<file path="src/rtl/axi_stream_pkg.sv">
// Shared AXI-stream beat types for the result path.
// Latency: n/a (types and constants only).
// Backpressure: n/a; TREADY travels in its own struct opposite to the beat.
package axi_stream_pkg;

    localparam int AXIS_DATA_W = 64;

    // Master-to-slave half of a stream: the beat itself.
    typedef struct packed {
        logic [AXIS_DATA_W-1:0] TDATA;
        logic                   TVALID;
        logic                   TLAST;
    } axi_stream_mastero_slavei_t;

    // Slave-to-master half of a stream: the ready handshake.
    typedef struct packed {
        logic TREADY;
    } axi_stream_masteri_slaveo_t;

endpackage

</file>
<file path="src/rtl/fifo_ram_dp.sv">
// DEPTH x WIDTH register array, one synchronous write port, one async read port.
// Latency: write visible on the read port the cycle after the write edge.
// Backpressure: none; the caller only asserts we when a slot is free.
module fifo_ram_dp #(
    parameter int DEPTH = 8,
    parameter int WIDTH = 65,
    parameter int AW    = $clog2(DEPTH)
) (
    input  logic             clk,
    input  logic             we,
    input  logic [AW-1:0]    waddr,
    input  logic [WIDTH-1:0] wdata,
    input  logic [AW-1:0]    raddr,
    output logic [WIDTH-1:0] rdata
);

    logic [WIDTH-1:0] mem [DEPTH];

    // Storage is deliberately not reset; stale words are hidden by TVALID.
    always_ff @(posedge clk) begin
        if (we) begin
            mem[waddr] <= wdata;
        end
    end

    assign rdata = mem[raddr];

endmodule

</file>
<file path="src/rtl/cubic_result_fifo.sv">
// FWFT AXI-stream FIFO buffering evaluator results, with occupancy and frame count.
// Latency: beat pushed at edge N is presented on m_out after edge N (no bypass).
// Backpressure: s_out.TREADY = !full from registered state; never looks at m_in.TREADY.
module cubic_result_fifo
    import axi_stream_pkg::*;
#(
    parameter int DEPTH = 8,
    parameter int CNT_W = $clog2(DEPTH) + 1
) (
    input  logic                       clk,
    input  logic                       rst,
    input  axi_stream_mastero_slavei_t s_in,
    output axi_stream_masteri_slaveo_t s_out,
    output axi_stream_mastero_slavei_t m_out,
    input  axi_stream_masteri_slaveo_t m_in,
    output logic [CNT_W-1:0]           count,
    output logic                       full,
    output logic                       empty,
    output logic [15:0]                frames_out
);

    localparam int AW     = $clog2(DEPTH);
    localparam int WORD_W = AXIS_DATA_W + 1;

    logic [AW-1:0]     wr_ptr;
    logic [AW-1:0]     rd_ptr;
    logic [CNT_W-1:0]  count_q;
    logic [15:0]       frames_q;
    logic              occ_full;
    logic              occ_empty;
    logic              push;
    logic              pop;
    logic [WORD_W-1:0] rd_word;

    assign occ_full  = (count_q == CNT_W'(DEPTH));
    assign occ_empty = (count_q == '0);

    // Handshakes are forced low while rst is held so nothing moves during reset.
    assign s_out.TREADY = !rst && !occ_full;
    assign m_out.TVALID = !rst && !occ_empty;
    assign m_out.TDATA  = rd_word[AXIS_DATA_W-1:0];
    assign m_out.TLAST  = rd_word[AXIS_DATA_W];

    assign push = s_in.TVALID && s_out.TREADY;
    assign pop  = m_out.TVALID && m_in.TREADY;

    assign count      = count_q;
    assign full       = !rst && occ_full;
    assign empty      = rst || occ_empty;
    assign frames_out = frames_q;

    fifo_ram_dp #(
        .DEPTH (DEPTH),
        .WIDTH (WORD_W),
        .AW    (AW)
    ) u_ram (
        .clk   (clk),
        .we    (push),
        .waddr (wr_ptr),
        .wdata ({s_in.TLAST, s_in.TDATA}),
        .raddr (rd_ptr),
        .rdata (rd_word)
    );

    // Pointers wrap naturally; count is kept separately so full and empty are unambiguous.
    always_ff @(posedge clk) begin
        if (rst) begin
            wr_ptr  <= '0;
            rd_ptr  <= '0;
            count_q <= '0;
        end else begin
            if (push) begin
                wr_ptr <= wr_ptr + AW'(1);
            end
            if (pop) begin
                rd_ptr <= rd_ptr + AW'(1);
            end
            case ({push, pop})
                2'b10:   count_q <= count_q + CNT_W'(1);
                2'b01:   count_q <= count_q - CNT_W'(1);
                default: count_q <= count_q;
            endcase
        end
    end

    // Completed frames leaving downstream; wraps at 2^16 without saturating.
    always_ff @(posedge clk) begin
        if (rst) begin
            frames_q <= '0;
        end else if (pop && m_out.TLAST) begin
            frames_q <= frames_q + 16'd1;
        end
    end

endmodule

</file>
<file path="config.mk">
export PLATFORM = sky130hd
export DESIGN_NAME = cubic_result_fifo
export DESIGN_NICKNAME = d
export VERILOG_FILES = /design/src/rtl/axi_stream_pkg.sv /design/src/rtl/fifo_ram_dp.sv /design/src/rtl/cubic_result_fifo.sv
export SDC_FILE = /design/constraint.sdc
export NUM_CORES = 1
export LEC_CHECK = 0
export CAP_MARGIN = 10
export CELL_PAD_IN_SITES_DETAIL_PLACEMENT = 2
export CELL_PAD_IN_SITES_GLOBAL_PLACEMENT = 2
export CORE_UTILIZATION = 52
export CTS_BUF_LIST = sky130_fd_sc_hd__clkbuf_8
export CTS_CLUSTER_SIZE = 30
export DETAILED_ROUTE_END_ITERATION = 16
export PLACE_DENSITY = 0.88
export SLEW_MARGIN = 20
export SYNTH_ARGS = -nofsm -noshare
export SYNTH_HDL_FRONTEND = slang
export SYNTH_SLANG_ARGS = --single-unit
</file>
<file path="constraint.sdc">
create_clock -name clk -period 18.6 [get_ports clk]
set_clock_uncertainty 0.15 [all_clocks]
set_input_delay 1.86 -clock clk [delete_from_list [all_inputs] [get_ports clk]]
set_output_delay 1.86 -clock clk [all_outputs]
set_load 0.005 [all_outputs]
</file>
==> impl_metrics.csv, run 1 <==
group,metric,value,unit
placement,place_hpwl,39.29,mm
yosys,synth-compound-area-share,1.001,%
placement,io_buffers,157,
yosys,syn-num-nets,999,
yosys,synth_edf_count,520,
floorplanning,die_w,202.4,µm
yosys,yosysWarnings,0,
floorplanning,ios,158,
outcome,status,"did not finish",
placement,gp_congestion,0.7354,
yosys,synth_area,0.02088,mm²
yosys,synth_top_area_share,74.78,%
yosys,synthSimpleGateAreaFrac,2.127,%
yosys,synth_top_family_by_area,"multiplexers",
yosys,synth.area.top_cells,"edfxtp_1 75%, mux4_2 14%, mux2_2 3.5%",
yosys,yosys.area_share.adder,0.3595,%
yosys,avgSynthCellArea,22.60,µm²
floorplanning,initial_core_util,52.67,%
outcome,lastStage,"detailed placement (3_5_place_dp)",
yosys,ys_seq_elements,549,
yosys,async_flop_share,0,%
yosys,synthCells,924,
yosys,synth_top_area_cell,"edfxtp_1",
yosys,synthXorXnorAreaFrac,0.3775,%
floorplanning,rows,73,
outcome,error,"[ERROR DPL-0033] detailed placement checks failed during check placement.",
yosys,yosysSeqAreaShare,77.56,%
yosys,ys_dominant_reg_cell,"edfxtp_1",
yosys,synth_cell_type_count,45,
yosys,synthMuxAreaShare,17.64,%
floorplanning,die_y,202.4,µm
-- cell families after synthesis --
logic type | count (synthesis)
AO/OA/AOI/OAI | 35
XOR/XNOR | 9
adder cells (fa/ha/maj) | 6
buffers and inverters | 45
flip-flops | 549
multiplexers | 200
AND/OR/NAND/NOR | 80
-- cell usage after synthesis, types with 5 or more instances --
| master | n |
|---|---|
| or3_1 | 6 |
| buf_2 | 14 |
| o21ai_0 | 10 |
| mux2i_1 | 8 |
| buf_1 | 9 |
| ha_1 | 6 |
| dfxtp_1 | 29 |
| a21oi_1 | 13 |
| mux4_2 | 128 |
| inv_1 | 5 |
| xor2_1 | 7 |
| nand2_1 | 14 |
| edfxtp_1 | 520 |
| nor2_1 | 20 |
| clkbuf_1 | 15 |
| mux2_2 | 64 |
| nand3_1 | 10 |
-- metrics by stage --
stage,std cells,setup WS (ps),hold WS [ps],instance area [µm²]
2_1_floorplan,924,10860,312.1,20880
3_3_place_gp,1580,12530,328.4,23100
==> run 2, diff against run 1 <==
- CELL_PAD_IN_SITES_DETAIL_PLACEMENT: 2 -> default
- CELL_PAD_IN_SITES_GLOBAL_PLACEMENT: 2 -> default
- CORE_UTILIZATION: 52 -> 38
- CTS_BUF_LIST: sky130_fd_sc_hd__clkbuf_8 -> default
- CTS_CLUSTER_SIZE: 30 -> default
- PLACE_DENSITY: 0.88 -> default
- PLACE_DENSITY_LB_ADDON: default -> 0.15
==> run 2 against run 1 <==
Net effect: the run now ends clean; synthesized cell count stayed put; synthesized area unchanged.
==> impl_metrics.csv, run 2 <==
group,metric,value,unit
sta,final_max_slew_viol_count,0,
sta,worstMarginPinSlew,1038,ps
clocking,cts_buffer_depth,3,
yosys,yosysMostFrequentCell,"edfxtp_1",
finish,final_nets,1191,
finish,mostFrequentLayoutCell,"edfxtp_1",
power,powerDensity,103.6,mW/mm²
floorplanning,dieArea,0.05589,mm²
detailed_routing,drt_iter0_drc,661,
sta,hold_violations,0,
yosys,synth_area,0.02088,mm²
outcome,status,"finished, final reports clean",
worst_setup_path,slowest_delay,800,ps
detailed_routing,first_pass_iters,5,
yosys,synthMuxAreaShare,17.64,%
worst_setup_path,end_kind,"output pin",
worst_setup_path,crit_type,"register to output pin",
sta,slew_headroom,30.81,%
worst_setup_path,cp_cell_sequence,"buf_4, buf_4, mux4_2, mux2_2, clkdlybuf4s50_1",
grt,overflow,0,
floorplanning,initial_core_util,38.65,%
detailed_routing,via_per_inst,5.151,
worst_hold_path,hold_path_class,"register to register",
worst_setup_path,ff2ff_setup_slack,14420,ps
worst_setup_path,arrival,4320,ps
clocking,post_cts_resized,0,
yosys,ys_seq_elements,549,
yosys,synth.area.top_cells,"edfxtp_1 75%, mux4_2 14%, mux2_2 3.5%",
detailed_routing,num_vias,9571,
detailed_routing,routed_wirelength,42.82,mm
clocking,cts_tree,"built",
clocking,clock-sinks,549,
sta,tns,0,ps
yosys,yosys.area_share.adder,0.3595,%
clocking,post-cts-setup-buffers,0,
floorplanning,rows,85,
grt,grt_pass1_vias,10265,
yosys,synth_top_area_cell,"edfxtp_1",
yosys,synthSimpleGateAreaFrac,2.127,%
worst_setup_path,crit_required,16590,ps
clocking,path_clk_slew,60,ps
yosys,synthXorXnorAreaFrac,0.3775,%
grt,antenna_found_initial,3,
worst_setup_path,crit_fanout,38,
sta,max_freq,158.0,MHz
detailed_routing,postRouteAntennaNets,0,
sta,rsz0062_at_grt,"no",
sta,fin_crit_sh,34.02,%
floorplanning,core_area,0.05403,mm²
floorplanning,ios,158,
run,drv_cap,0,
yosys,synthCells,924,
yosys,avgSynthCellArea,22.60,µm²
power,p_leak,7.654,nW
yosys,synth_top_family_by_area,"multiplexers",
yosys,async_flop_share,0,%
yosys,synth_top_area_share,74.78,%
worst_setup_path,cp_top_family,"buffers and inverters",
finish,final_layout_size_suffix_gt1_share,25.67,%
clocking,clkLatencyLatePin,590,ps
worst_setup_path,cpMostUsedCell,"buf_4",
worst_setup_path,critPathBufInv,3,
yosys,ys_dominant_reg_cell,"edfxtp_1",
grt,grt_first_pass_wirelength,64.20,mm
power,total_power,2.594,mW
yosys,synth-compound-area-share,1.001,%
yosys,syn-num-nets,999,
finish,final_cell_mix,"520 x edfxtp_1, 157 x clkdlybuf4s50_1, 128 x mux4_2",
finish,syn2layout_area_growth,19.89,%
placement,io_buffers,157,
finish,top_register,"u_ram.mem",
worst_setup_path,cpMaxStageDelayCell,"dfxtp_4",
worst_setup_path,start_kind,"register",
clocking,cts_max_level,2,
yosys,synth_edf_count,520,
yosys,synth_cell_type_count,45,
yosys,synth_common_cells,"520 x edfxtp_1, 128 x mux4_2, 64 x mux2_2",
clocking,ctsHoldBuffers,0,
clocking,numCtsBuffers,55,
power,peakVddDrop,0.00007031,V
clocking,cts_root_buf,"clkbuf_16",
yosys,yosysSeqAreaShare,77.56,%
yosys,yosysWarnings,0,
finish,largest_register_ffs,520,
floorplanning,die_y,236.4,µm
floorplanning,die_w,236.4,µm
grt,grt_max_degree,63,
detailed_routing,avgRoutedWirePerCell,23.05,µm
placement,place_hpwl,22.34,mm
grt,grt_use_total,15.48,%
placement,gp_congestion,0.7162,
detailed_routing,drc,0,
sta,period_minus_slack,6327,ps
sta,setup_violations,0,
==> run 2: cell counts after synthesis <==
No cell type changed its count.
==> run 2: report_power, final <==
| group | internal [mW] | leakage, nW | switching, mW |
|---|---|---|---|
| Combinational | 0.0988 | 1.90 | 0.0732 |
| Clock | 0.596 | 0.818 | 0.448 |
| Sequential | 1.37 | 4.93 | 0.0102 |
| Total | 2.06 | 7.65 | 0.531 |
==> run 2: worst reg2reg max path, stage by stage, from the launching register on <==
cell     delay (ps)
dfxtp_4         800
buf_4           730
buf_4           740
mux2i_1         320
a22oi_1         300
nand3_1         380
or4_1           520
a21oi_1         150
==> run 2: logic make-up after synthesis <==
logic type	count (synthesis)
buffers and inverters	45
adders and majority gates	6
xor gates and xnor gates	9
and+or+nand+nor	80
AOI/OAI and AO/OA	35
muxes	200
DFF	549
==> run 2: cell type report <==
cell class	instances	area, µm²
well taps	696	870.8
clock inverters	33	252.7
fillers	4561	28990
multi-input cells	330	4546
diodes	1	2.502
clock buffers	69	1429
inverters	5	18.77
repair buffers	175	1707
flip-flops and latches	549	16210
==> run 2: metal layers <==
layer,GRT usage [%],vias up,share of wire [%]
met5,0,-,0.072
met1,21.04,5027,45
li1,-,4271,-
met2,24.73,208,48
met3,4.037,61,5.5
met4,4.152,4,1.9
==> run 2: through the flow <==
stage | util (%) | std cells | area [µm²] | worst slack [ps] | hold WS [ps]
global route | 46.33 | 1857 | 25030 | 11900 | 349.8
CTS | 46.33 | 1857 | 25030 | 12100 | 344.3
finish | 46.33 | 1858 | 25030 | 12270 | 338.8
global placement | 43.22 | 1755 | 23350 | 12570 | 327.3
detailed placement | 43.22 | 1755 | 23350 | 12550 | 331.4
floorplan | - | 924 | 20880 | 10860 | 312.1
==> run 2: path summary, 6_finish.rpt <==
path | startpoint | endpoint | cells past startpoint
max | register | m_out[50] | 5
min | frames_out[15] | frames_out[15] | 2
min reg2reg | frames_out[15] | frames_out[15] | 2
max reg2reg | register | frames_out[7] | 7
Note: power is estimated with default switching activity, not from simulation.
==> run 3, diff against run 2 <==
- clock period: 18.6 -> 6.1 ns (I/O delays scaled with it)
==> run 3 against run 2 <==
Net effect: wire length is 0.64% lower; non-clock buffer count stayed put; first-iteration DRC count is 5.1% lower; die area stayed put; final cell count is 0.11% lower; critical path depth is 1 lower; cell area is 0.75% higher; worst hold slack better by 2.8 ps; register-to-register slack worse by 12000 ps; via count is 0.66% higher; combinational power grew to 3.1 times the previous value; critical path type unchanged; largest cell class unchanged; highest routed layer unchanged.
==> impl_metrics.csv, run 3 (synthesized netlist as in run 2, its figures left out) <==
group,metric,value,unit
run,drv_cap,0,
outcome,status,"finished, final reports clean",
worst_setup_path,ff2ff_setup_slack,2730,ps
clocking,ctsHoldBuffers,0,
power,peakVddDrop,0.0001837,V
clocking,cts_root_buf,"clkbuf_16",
worst_setup_path,slowest_delay,850,ps
worst_setup_path,arrival,3460,ps
finish,mostFrequentLayoutCell,"edfxtp_1",
detailed_routing,routed_wirelength,42.55,mm
power,powerDensity,318.9,mW/mm²
floorplanning,die_y,236.4,µm
placement,gp_congestion,0.7137,
sta,setup_violations,0,
floorplanning,core_area,0.05403,mm²
clocking,post_cts_resized,0,
grt,overflow,0,
detailed_routing,drt_iter0_drc,627,
worst_setup_path,cp_cell_sequence,"buf_12, mux4_2, mux2_2, clkdlybuf4s50_1",
power,pwr-share-seq,52.3,%
worst_hold_path,hold_path_class,"register to register",
floorplanning,die_w,236.4,µm
clocking,cts_tree,"built",
power,p_sw_share,20.39,%
floorplanning,ios,158,
detailed_routing,drc,0,
power,p_leak,7.714,nW
worst_setup_path,crit_fanout,69,
sta,slew_headroom,41.75,%
finish,fin_util,46.68,%
finish,design_area,0.02522,mm²
sta,rsz0062_at_grt,"no",
worst_setup_path,start_kind,"register",
detailed_routing,num_vias,9634,
clocking,post-cts-setup-buffers,0,
detailed_routing,postRouteAntennaNets,0,
finish,antennaDiodeCount,0,
worst_setup_path,cpMaxStageDelayCell,"dfxtp_4",
finish,layout.cells.non_filler,1856,
worst_setup_path,end_kind,"output pin",
sta,hold_violations,0,
finish,n_fill_cell,4495,
finish,largest_register_ffs,520,
finish,final_cell_mix,"520 x edfxtp_1, 157 x clkdlybuf4s50_1, 128 x mux4_2",
finish,top_register,"u_ram.mem",
grt,grt_max_degree,70,
detailed_routing,first_pass_iters,4,
sta,period_minus_slack,4222,ps
floorplanning,initial_core_util,38.65,%
clocking,path_clk_slew,60,ps
clocking,clkLatencyLatePin,600,ps
worst_setup_path,crit_required,5340,ps
clocking,cts_max_level,2,
sta,worstMarginPinSlew,873.7,ps
power,total_power,8.043,mW
placement,placed_area,0.02344,mm²
grt,grt_first_pass_wirelength,64.88,mm
placement,dp_cells,1755,
sta,max_freq,236.8,MHz
clocking,numCtsBuffers,57,
detailed_routing,avgRoutedWirePerCell,22.92,µm
sta,final_max_slew_viol_count,0,
finish,syn2layout_area_growth,20.79,%
worst_setup_path,crit_type,"register to output pin",
power,clockPowerShare,41.1,%
sta,tns,0,ps
grt,grt_pass1_vias,10333,
clocking,clock-sinks,549,
floorplanning,dieArea,0.05589,mm²
grt,antenna_found_initial,4,
finish,final_nets,1193,
detailed_routing,via_per_inst,5.191,
sta,fin_crit_sh,69.22,%
power,p_switching,1.640,mW
finish,final_layout_size_suffix_gt1_share,26.38,%
power,comb_power_share,6.5,%
power,p_int,6.404,mW
placement,place_hpwl,23.03,mm
clocking,cts_buffer_depth,3,
grt,grt_use_total,15.49,%
floorplanning,rows,85,
placement,io_buffers,157,
==> run 3: final timing paths <==
check	start	end	cells after the start
setup / recovery	register	m_out[52]	4
hold / removal	frames_out[15]	frames_out[15]	2
setup reg to reg	register	frames_out[7]	6
hold reg to reg	frames_out[15]	frames_out[15]	2
==> run 3: per-stage QoR <==
step	setup WS [ps]	hold WS, ps
after CTS	1748	346.9
after floorplan	1361	312.1
after global placement	2288	324.9
after detailed placement	2246	333.9
after global routing	1587	370.6
final	1878	341.6
==> run 3: final cells by class <==
type	instances	area (µm²)	share of cell area, %
Sequential cell	549	16210	64.26
Multi-Input combinational cell	330	4558	18.07
Timing Repair Buffer	175	1782	7.065
Clock buffer	79	1580	6.266
Tap cell	696	870.8	3.453
Clock inverter	22	203.9	0.8087
Inverter	5	18.77	0.07442
==> run 3: critical path: cells and delay by family (launching register included) <==
kind / cells / cell delay, ps
buf+inv: 2 / 990
flops: 1 / 850
mux: 2 / 900
==> run 3: power by group through the flow <==
stage / Combinational (mW) / Sequential, mW / Clock (mW)
2_1_floorplan: 0.291 / 4.27 / 0
3_3_place_gp: 0.538 / 4.29 / 0
3_5_place_dp: 0.540 / 4.29 / 0
4_1_cts: 0.543 / 4.21 / 3.40
5_1_grt: 0.572 / 4.21 / 3.55
6_report: 0.527 / 4.21 / 3.31
==> run 3: routing by layer <==
metal  wire length (µm)  GRT usage [%]  vias up
met5                 58              0        -
met4                662          3.680        8
met3               2308          4.190       57
met2              20720          24.95      205
met1              18800          20.96     5089
li1                   -              -     4275
